`config.mk`:
```
export PLATFORM = sky130hd
export DESIGN_NAME = operand_skew_feeder
export DESIGN_NICKNAME = d
export VERILOG_FILES = /design/src/rtl/operand_skew_feeder.sv
export SDC_FILE = /design/constraint.sdc
export NUM_CORES = 1
export LEC_CHECK = 0
export CAP_MARGIN = 0
export CORE_MARGIN = 10
export CORE_UTILIZATION = 53
export CTS_BUF_LIST = sky130_fd_sc_hd__clkbuf_4
export CTS_CLUSTER_DIAMETER = 80
export DETAILED_ROUTE_END_ITERATION = 6
export PLACE_DENSITY = 0.86
export SLEW_MARGIN = 20
export SYNTH_ARGS = -nofsm -noshare
export SYNTH_HDL_FRONTEND = slang
export SYNTH_SLANG_ARGS = --single-unit
```
`constraint.sdc`:
```
create_clock -name clk -period 2.6 [get_ports clk]
set_input_delay 0.52 -clock clk [delete_from_list [all_inputs] [get_ports clk]]
set_output_delay 0.52 -clock clk [all_outputs]
set_load 0.01 [all_outputs]
```
`src/rtl/operand_skew_feeder.sv`:
```
// Operand skew feeder: turns one packed operand word per cycle into the diagonal
// wavefront a systolic array expects, then flushes, flags the last diagonal and pulses done.
module operand_skew_feeder #(
  parameter int LANES  = 4,
  parameter int DATA_W = 8
) (
  input  logic                      clk,
  input  logic                      rst,
  input  logic                      in_valid,
  input  logic [LANES*DATA_W-1:0]   in_data,
  input  logic                      in_last,
  output logic                      in_ready,
  output logic [LANES*DATA_W-1:0]   out_data,
  output logic [LANES-1:0]          out_lane_valid,
  output logic                      out_last,
  output logic                      busy,
  output logic                      done
);

  localparam int CNT_W = $clog2(LANES);

  typedef enum logic [1:0] {
    ST_IDLE   = 2'd0,
    ST_STREAM = 2'd1,
    ST_FLUSH  = 2'd2,
    ST_DONE   = 2'd3
  } state_e;

  state_e            state_q, state_d;
  logic [CNT_W-1:0]  cnt_q, cnt_d;
  logic              in_ready_q, in_ready_d;
  logic              busy_q, busy_d;
  logic              done_q, done_d;
  logic [LANES-1:0]  last_q;
  logic              acc_s;

  assign acc_s = in_valid && in_ready_q;

  // State, flush counter and status output registers
  always_ff @(posedge clk or negedge rst) begin
    if (!rst) begin
      state_q    <= ST_IDLE;
      cnt_q      <= '0;
      in_ready_q <= 1'b0;
      busy_q     <= 1'b0;
      done_q     <= 1'b0;
    end else begin
      state_q    <= state_d;
      cnt_q      <= cnt_d;
      in_ready_q <= in_ready_d;
      busy_q     <= busy_d;
      done_q     <= done_d;
    end
  end

  // Next-state logic; FLUSH lasts LANES cycles so the deepest lane fully drains
  always_comb begin
    state_d = state_q;
    cnt_d   = cnt_q;
    case (state_q)
      ST_IDLE, ST_STREAM: begin
        if (acc_s) begin
          if (in_last) begin
            state_d = ST_FLUSH;
            cnt_d   = CNT_W'(LANES - 1);
          end else begin
            state_d = ST_STREAM;
          end
        end else begin
          state_d = state_q;
        end
      end
      ST_FLUSH: begin
        if (cnt_q == CNT_W'(0)) begin
          state_d = ST_DONE;
        end else begin
          cnt_d = cnt_q - CNT_W'(1);
        end
      end
      ST_DONE: begin
        state_d = ST_IDLE;
      end
      default: begin
        state_d = ST_IDLE;
        cnt_d   = '0;
      end
    endcase
  end

  // Status outputs decoded from the next state so they register in step with it
  always_comb begin
    in_ready_d = 1'b0;
    busy_d     = 1'b1;
    done_d     = 1'b0;
    case (state_d)
      ST_IDLE: begin
        in_ready_d = 1'b1;
        busy_d     = 1'b0;
      end
      ST_STREAM: begin
        in_ready_d = 1'b1;
      end
      ST_FLUSH: begin
        in_ready_d = 1'b0;
      end
      ST_DONE: begin
        done_d = 1'b1;
      end
      default: begin
        busy_d = 1'b1;
      end
    endcase
  end

  // Lane i is an (i+1)-deep delay line; non-accept cycles inject zero/invalid slots
  for (genvar i = 0; i < LANES; i++) begin : g_lane
    logic [i:0][DATA_W-1:0] data_q;
    logic [i:0]             vld_q;

    // Per-lane data/valid shift chain
    always_ff @(posedge clk or negedge rst) begin
      if (!rst) begin
        data_q <= '0;
        vld_q  <= '0;
      end else begin
        data_q[0] <= acc_s ? in_data[i*DATA_W +: DATA_W] : {DATA_W{1'b0}};
        vld_q[0]  <= acc_s;
        for (int s = 1; s <= i; s++) begin
          data_q[s] <= data_q[s-1];
          vld_q[s]  <= vld_q[s-1];
        end
      end
    end

    assign out_data[i*DATA_W +: DATA_W] = data_q[i];
    assign out_lane_valid[i]            = vld_q[i];
  end

  // Last marker rides alongside the deepest lane
  always_ff @(posedge clk or negedge rst) begin
    if (!rst) begin
      last_q <= '0;
    end else begin
      last_q <= {last_q[LANES-2:0], acc_s && in_last};
    end
  end

  assign out_last = last_q[LANES-1];
  assign in_ready = in_ready_q;
  assign busy     = busy_q;
  assign done     = done_q;

endmodule

```
==> impl_metrics.env, run 1 <==
export IMPL_switching_share_pct=26.1
export IMPL_grt_max_degree=40
export IMPL_cp_arrival_ns=1.37
export IMPL_cp_end_kind="output pin"
export IMPL_critPathBufInv=1
export IMPL_power_frac_seq_pct=59.7
export IMPL_yosysSeqAreaShare_pct=81.1
export IMPL_finalWeightedCongestion=0.753
export IMPL_instances_no_fill=316
export IMPL_intPower_mw=2.26
export IMPL_die_x_um=94.4
export IMPL_leakagePower_nw=1.87
export IMPL_fmax_ghz=0.530
export IMPL_root_buffer="clkbuf_4"
export IMPL_num_io_pins=76
export IMPL_postCtsHoldBufs=0
export IMPL_cts_sinks=95
export IMPL_clock_latency_ns=0.41
export IMPL_cts_tree="built"
export IMPL_critPathMaxFanout=2
export IMPL_synthesis_nets=218
export IMPL_overflow=0
export IMPL_fin_skew_ns=0.0156
export IMPL_vias=1465
export IMPL_max_cap_violations=0
export IMPL_initial_core_util_pct=53.9
export IMPL_drive_above_1_share_pct=8.61
export IMPL_ys_seq_elements=95
export IMPL_syn_area_per_cell_um2=16.2
export IMPL_avgViaCountPerCell=4.64
export IMPL_postCtsSetupRepairBufs=0
export IMPL_clockBufferDepth=2
export IMPL_layout_nets=276
export IMPL_diodes=0
export IMPL_pwr_share_comb_pct=19.6
export IMPL_io_buffers=75
export IMPL_ant_nets=0
export IMPL_syn_area_mm2=0.00293
export IMPL_yosysWarnings=0
export IMPL_min_path_type="input pin to async pin"
export IMPL_ctsHtreeMaxLevel=3
export IMPL_critPathKind="flop to output pin"
export IMPL_fin_crit_ns=1.89
export IMPL_synthCells=181
export IMPL_synthToLayoutAreaGrowth_pct=25.7
export IMPL_cp_cell_sequence="clkdlybuf4s50_1"
export IMPL_fp_row_count=27
export IMPL_routed_wl_um=5170
export IMPL_antenna_found_initial=0
export IMPL_setup_viol=0
export IMPL_setup_tns_ns=0
export IMPL_cts_repair_resized=0
export IMPL_rsz0062_at_grt="false"
export IMPL_power_density_mw_per_mm2=831
export IMPL_die_y_um=94.4
export IMPL_dp_hpwl_um=3760
export IMPL_crit_family="buffers and inverters"
export IMPL_drtPass1Iterations=4
export IMPL_finalCritPeriodShare_pct=72.5
export IMPL_synth_cell_types=20
export IMPL_cpMaxStageDelayCell="clkdlybuf4s50_1"
export IMPL_slew_limit_headroom_pct=68.2
export IMPL_track_usage_pct=12.2
export IMPL_max_stage_delay_ns=0.55
export IMPL_place_inst=300
export IMPL_routedWlPerCell_um=16.4
export IMPL_pwr_share_clk_pct=20.7
export IMPL_cts_buffers_inserted=9
export IMPL_first_iter_violations=38
export IMPL_fillCellCount=389
export IMPL_drc=0
export IMPL_dieArea_mm2=0.00891
export IMPL_status="completed"
export IMPL_path_clk_slew_ns=0.13
export IMPL_design_core_area_mm2=0.00544
export IMPL_final_hold_viol_count=0
export IMPL_slew_viol_final=0
export IMPL_grt_pass1_wl_um=8000
export IMPL_cp_start_kind="flop"
export IMPL_fin_util_pct=67.8
export IMPL_grt_pass1_vias=1536
export IMPL_ir_drop_v=0.000529
export IMPL_p_switching_mw=0.801
export IMPL_required_ns=2.08
export IMPL_tightest_slew_ns=0.478
## state kept, by name, indices dropped and copies added, names as in the netlist
register	count
cnt_q	2
busy	1
done	1
last_q	4
state_q	2
in_ready	1
g_lane.data_q	56
g_lane.vld_q	4
out_data	24
## through the flow
step	area, um2	setup slack [ns]	power [mW]	hold slack [ns]
2_1_floorplan	2930	1.45	2.17	0.224
6_report	3690	0.714	3.06	0.0507
3_3_place_gp	3580	0.779	2.43	0.332
3_5_place_dp	3580	0.714	2.48	0.335
4_1_cts	3690	0.686	3.11	0.0436
5_1_grt	3690	0.641	3.24	0.0439
## synthesized netlist by cell type
master	instances	area [um2]
a211oi_1	1	7.51
a21oi_1	2	10.0
a31oi_1	1	6.26
and3_1	32	200
and3_2	1	7.51
and4b_1	1	10.0
buf_4	25	188
buf_6	1	11.3
clkbuf_1	6	22.5
dfrtp_1	95	2380
ha_1	1	12.5
inv_1	6	22.5
mux2i_1	1	10.0
nand2_1	1	3.75
nor2_1	2	7.51
nor3_1	1	5.00
o21ai_0	1	5.00
o21bai_1	1	7.51
o311ai_0	1	8.76
o31a_2	1	10.0
## metal layers
metal,wire length [um],track usage (%)
met1,1870,12.7
met2,2700,19.8
met3,501,6.34
met4,99,6.46
met5,0,0
## power groups by stage
stage	Sequential (mW)	Combinational (mW)	Clock, mW
CTS	1.83	0.615	0.658
global placement	1.84	0.588	0
finish	1.83	0.600	0.634
detailed placement	1.87	0.613	0
floorplan	1.85	0.319	0
global route	1.86	0.659	0.724
## layout by cell type, fill, tap and decap left out
| cell | synthesis | routed |
|---|---|---|
| dfrtp_1 | 95 | 95 |
| clkdlybuf4s50_1 | 0 | 74 |
| and3_1 | 32 | 32 |
| clkbuf_4 | 0 | 11 |
| inv_1 | 6 | 6 |
| buf_4 | 25 | 5 |
| a21oi_1 | 2 | 2 |
| nor2_1 | 2 | 2 |
| clkinv_2 | 0 | 2 |
| clkinv_1 | 0 | 2 |
| nand2_1 | 1 | 1 |
| mux2i_1 | 1 | 1 |
| and3_2 | 1 | 1 |
| o21bai_1 | 1 | 1 |
| and4b_1 | 1 | 1 |
| nor3_1 | 1 | 1 |
| a211oi_1 | 1 | 1 |
| a31oi_1 | 1 | 1 |
| o21ai_0 | 1 | 1 |
| o311ai_0 | 1 | 1 |
| o31a_2 | 1 | 1 |
| ha_1 | 1 | 1 |
| clkinvlp_4 | 0 | 1 |
## logic make-up after synthesis
| kind of cell | count (synthesis) | share of synthesized area, % |
|---|---|---|
| flip-flops | 95 | 81.1 |
| multiplexers | 1 | 0.341 |
| buffers and inverters | 38 | 8.32 |
| adder cells (fa/ha/maj) | 1 | 0.427 |
| AO/OA/AOI/OAI | 8 | 1.88 |
| AND/OR/NAND/NOR | 38 | 7.98 |
## final timing paths
check / from / slack, ns / end / cells past startpoint
max in group asynchronous: rst / 1.79 / g_lane[3].data_q[10] / 2
min in group clk: g_lane[2].data_q[11] / 0.36 / out_data[19] / 0
worst min register to register: g_lane[2].data_q[11] / 0.36 / out_data[19] / 0
worst max-delay path: g_lane[3].vld_q[0] / 0.71 / out_lane_valid[0] / 1
worst min-delay path: rst / 0.05 / g_lane[3].data_q[0] / 1
worst max register to register: in_ready / 1.34 / cnt_q[0] / 4
## final cells by class
type | instances | area [um2] | share of cell area (%)
Tap cell | 72 | 90.1 | 2.44
Clock inverter | 5 | 25.0 | 0.679
Clock buffer | 11 | 82.6 | 2.24
Inverter | 6 | 22.5 | 0.611
Sequential cell | 95 | 2380 | 64.5
Timing Repair Buffer | 79 | 778 | 21.1
Multi-Input combinational cell | 48 | 312 | 8.45
Note: power is estimated with default switching activity, not from simulation.
==> run 2, diff against run 1 <==
--- a/config.mk
+++ b/config.mk
@@ -7,11 +7,11 @@
 export LEC_CHECK = 0
 export CAP_MARGIN = 0
 export CORE_MARGIN = 10
-export CORE_UTILIZATION = 53
+export CORE_UTILIZATION = 45
 export CTS_BUF_LIST = sky130_fd_sc_hd__clkbuf_4
 export CTS_CLUSTER_DIAMETER = 80
 export DETAILED_ROUTE_END_ITERATION = 6
-export PLACE_DENSITY = 0.86
+export PLACE_DENSITY = 0.78
 export SLEW_MARGIN = 20
 export SYNTH_ARGS = -nofsm -noshare
 export SYNTH_HDL_FRONTEND = slang
==> constraint.sdc (replaced) <==
create_clock -name clk -period 1.6 [get_ports clk]
set_input_delay 0.32 -clock clk [delete_from_list [all_inputs] [get_ports clk]]
set_output_delay 0.32 -clock clk [all_outputs]
set_load 0.01 [all_outputs]
==> run 2 against run 1 <==
Against the previous run: sequential power rose by 62%; clock skew fell by 0.0028 ns; worst hold slack improved by 0.30 ns; die area rose by 14%; global-route usage fell by 2.4 points; utilization fell by 9.6 points.
==> impl_metrics.env, run 2 (synthesis gave the netlist of run 1 again) <==
export IMPL_grt_pass1_wl_um=7710
export IMPL_fp_row_count=29
export IMPL_leakagePower_nw=2.02
export IMPL_min_path_type="flop to flop"
export IMPL_critPathMaxFanout=3
export IMPL_path_clk_slew_ns=0.13
export IMPL_synthToLayoutAreaGrowth_pct=25.9
export IMPL_first_iter_violations=28
export IMPL_pre_cts_ws_ns=0.177
export IMPL_regMostFlops="g_lane.data_q"
export IMPL_tightest_slew_ns=0.353
export IMPL_drive_above_1_share_pct=9.35
export IMPL_routedWlPerCell_um=14.4
export IMPL_max_stage_delay_ns=0.42
export IMPL_ctsHtreeMaxLevel=3
export IMPL_fillCellCount=506
export IMPL_cts_tree="built"
export IMPL_pwr_share_comb_pct=17.8
export IMPL_fmax_ghz=0.702
export IMPL_critPathBufInv=1
export IMPL_fin_crit_ns=1.42
export IMPL_crit_family="flip-flops"
export IMPL_cts_sinks=95
export IMPL_dieArea_mm2=0.0101
export IMPL_setup_slack_ns=0.176
export IMPL_cp_cell_sequence="dlygate4sd2_1"
export IMPL_antenna_found_initial=0
export IMPL_setup_viol=0
export IMPL_fin_skew_ns=0.0128
export IMPL_final_cell_mix="dfrtp_1, dlygate4sd2_1, clkdlybuf4s50_1, and3_1, clkbuf_4"
export IMPL_initial_core_util_pct=46.2
export IMPL_clockBufferDepth=2
export IMPL_required_ns=1.28
export IMPL_layout_nets=279
export IMPL_finalCritPeriodShare_pct=89.0
export IMPL_finalWeightedCongestion=0.638
export IMPL_drtPass1Iterations=3
export IMPL_final_hold_viol_count=0
export IMPL_final_common_cell="dfrtp_1"
export IMPL_postCtsSetupRepairBufs=0
export IMPL_clock_latency_ns=0.40
export IMPL_cp_arrival_ns=1.10
export IMPL_overflow=0
export IMPL_max_cap_violations=0
export IMPL_cp_start_kind="flop"
export IMPL_vias=1436
export IMPL_diodes=0
export IMPL_avgViaCountPerCell=4.45
export IMPL_ir_drop_v=0.000751
export IMPL_slew_limit_headroom_pct=76.2
export IMPL_cpMaxStageDelayCell="dfrtp_1"
export IMPL_status="completed"
export IMPL_die_x_um=101
export IMPL_design_core_area_mm2=0.00635
export IMPL_root_buffer="clkbuf_4"
export IMPL_cp_end_kind="output pin"
export IMPL_track_usage_pct=9.80
export IMPL_setup_tns_ns=0
export IMPL_power_frac_seq_pct=61.2
export IMPL_pwr_share_clk_pct=21.0
export IMPL_num_io_pins=76
export IMPL_cts_buffers_inserted=9
export IMPL_ant_nets=0
export IMPL_grt_max_degree=57
export IMPL_die_y_um=101
export IMPL_largest_reg_flops=56
export IMPL_p_switching_mw=1.29
export IMPL_drc=0
export IMPL_grt_pass1_vias=1571
export IMPL_routed_wl_um=4640
export IMPL_critPathKind="flop to output pin"
export IMPL_io_buffers=75
export IMPL_power_density_mw_per_mm2=1310
export IMPL_switching_share_pct=26.7
export IMPL_slew_viol_final=0
export IMPL_intPower_mw=3.54
export IMPL_dp_hpwl_um=3370
export IMPL_rsz0062_at_grt="false"
run 2: cell count changes in the layout (fill, tap and decap cells not counted):
cell / delta
clkdlybuf4s50_1: -40
dlygate4sd2_1: +40
buf_12: +2
clkbuf_4: -2
clkinv_4: +2
clkinv_1: -1
dlygate4sd3_1: +1
run 2: worst paths after layout:
kind / from / slack [ns] / cells past startpoint / end
setup / recovery: in_ready / 0.18 / 1 / in_ready
hold / removal: g_lane[3].data_q[18] / 0.35 / 0 / out_data[26]
setup reg to reg: cnt_q[0] / 0.31 / 4 / cnt_q[1]
hold reg to reg: g_lane[3].data_q[18] / 0.35 / 0 / out_data[26]
max in group asynchronous: rst / 0.91 / 3 / g_lane[3].vld_q[1]
min in group asynchronous: rst / 0.42 / 3 / g_lane[2].data_q[14]
run 2: power groups by stage:
stage | clock [mW] | combinational [mW] | sequential [mW]
global route | 1.18 | 0.966 | 3.01
finish | 1.02 | 0.857 | 2.96
CTS | 1.07 | 0.886 | 2.97
floorplan | 0 | 0.519 | 3.01
global placement | 0 | 0.985 | 3.00
detailed placement | 0 | 1.01 | 3.02
run 2: final cells by class:
type	instances	area [um2]	share of cell area (%)
inverters	6	22.5	0.610
repair buffers	82	778	21.1
well taps	77	96.3	2.61
multi-input cells	48	312	8.44
flip-flops and latches	95	2380	64.4
clock inverters	6	38.8	1.05
clock buffers	9	67.6	1.83
run 2: what timing repair did:
| item | 4_1_cts | 5_1_grt |
|---|---|---|
| hold buffers | 1 | 0 |
| gates resized for setup | 40 | 0 |
| hold endpoints to repair | 95 | 0 |
| endpoints found under the setup margin | 40 | 0 |
run 2: through the flow:
| step | instance area (um2) | cells | hold WS, ns | power (mW) | utilization (%) |
|---|---|---|---|---|---|
| finish | 3690 | 323 | 0.352 | 4.83 | 58.1 |
| global placement | 3630 | 307 | 0.308 | 3.99 | 57.1 |
| floorplan | 2930 | 181 | 0.0244 | 3.53 | - |
| detailed placement | 3630 | 307 | 0.320 | 4.03 | 57.1 |
| CTS | 3690 | 323 | 0.353 | 4.92 | 58.1 |
| global route | 3690 | 323 | 0.364 | 5.16 | 58.1 |
run 2: metal layers:
layer / wire [um] / part of all wire [%] / global-route usage [%] / vias up
met5: 0 / 0 / 0 / -
met4: 97 / 2.1 / 5.22 / 0
met3: 420 / 9.0 / 4.53 / 10
met2: 2290 / 49 / 15.4 / 47
met1: 1840 / 40 / 10.9 / 693
li1: - / - / - / 686
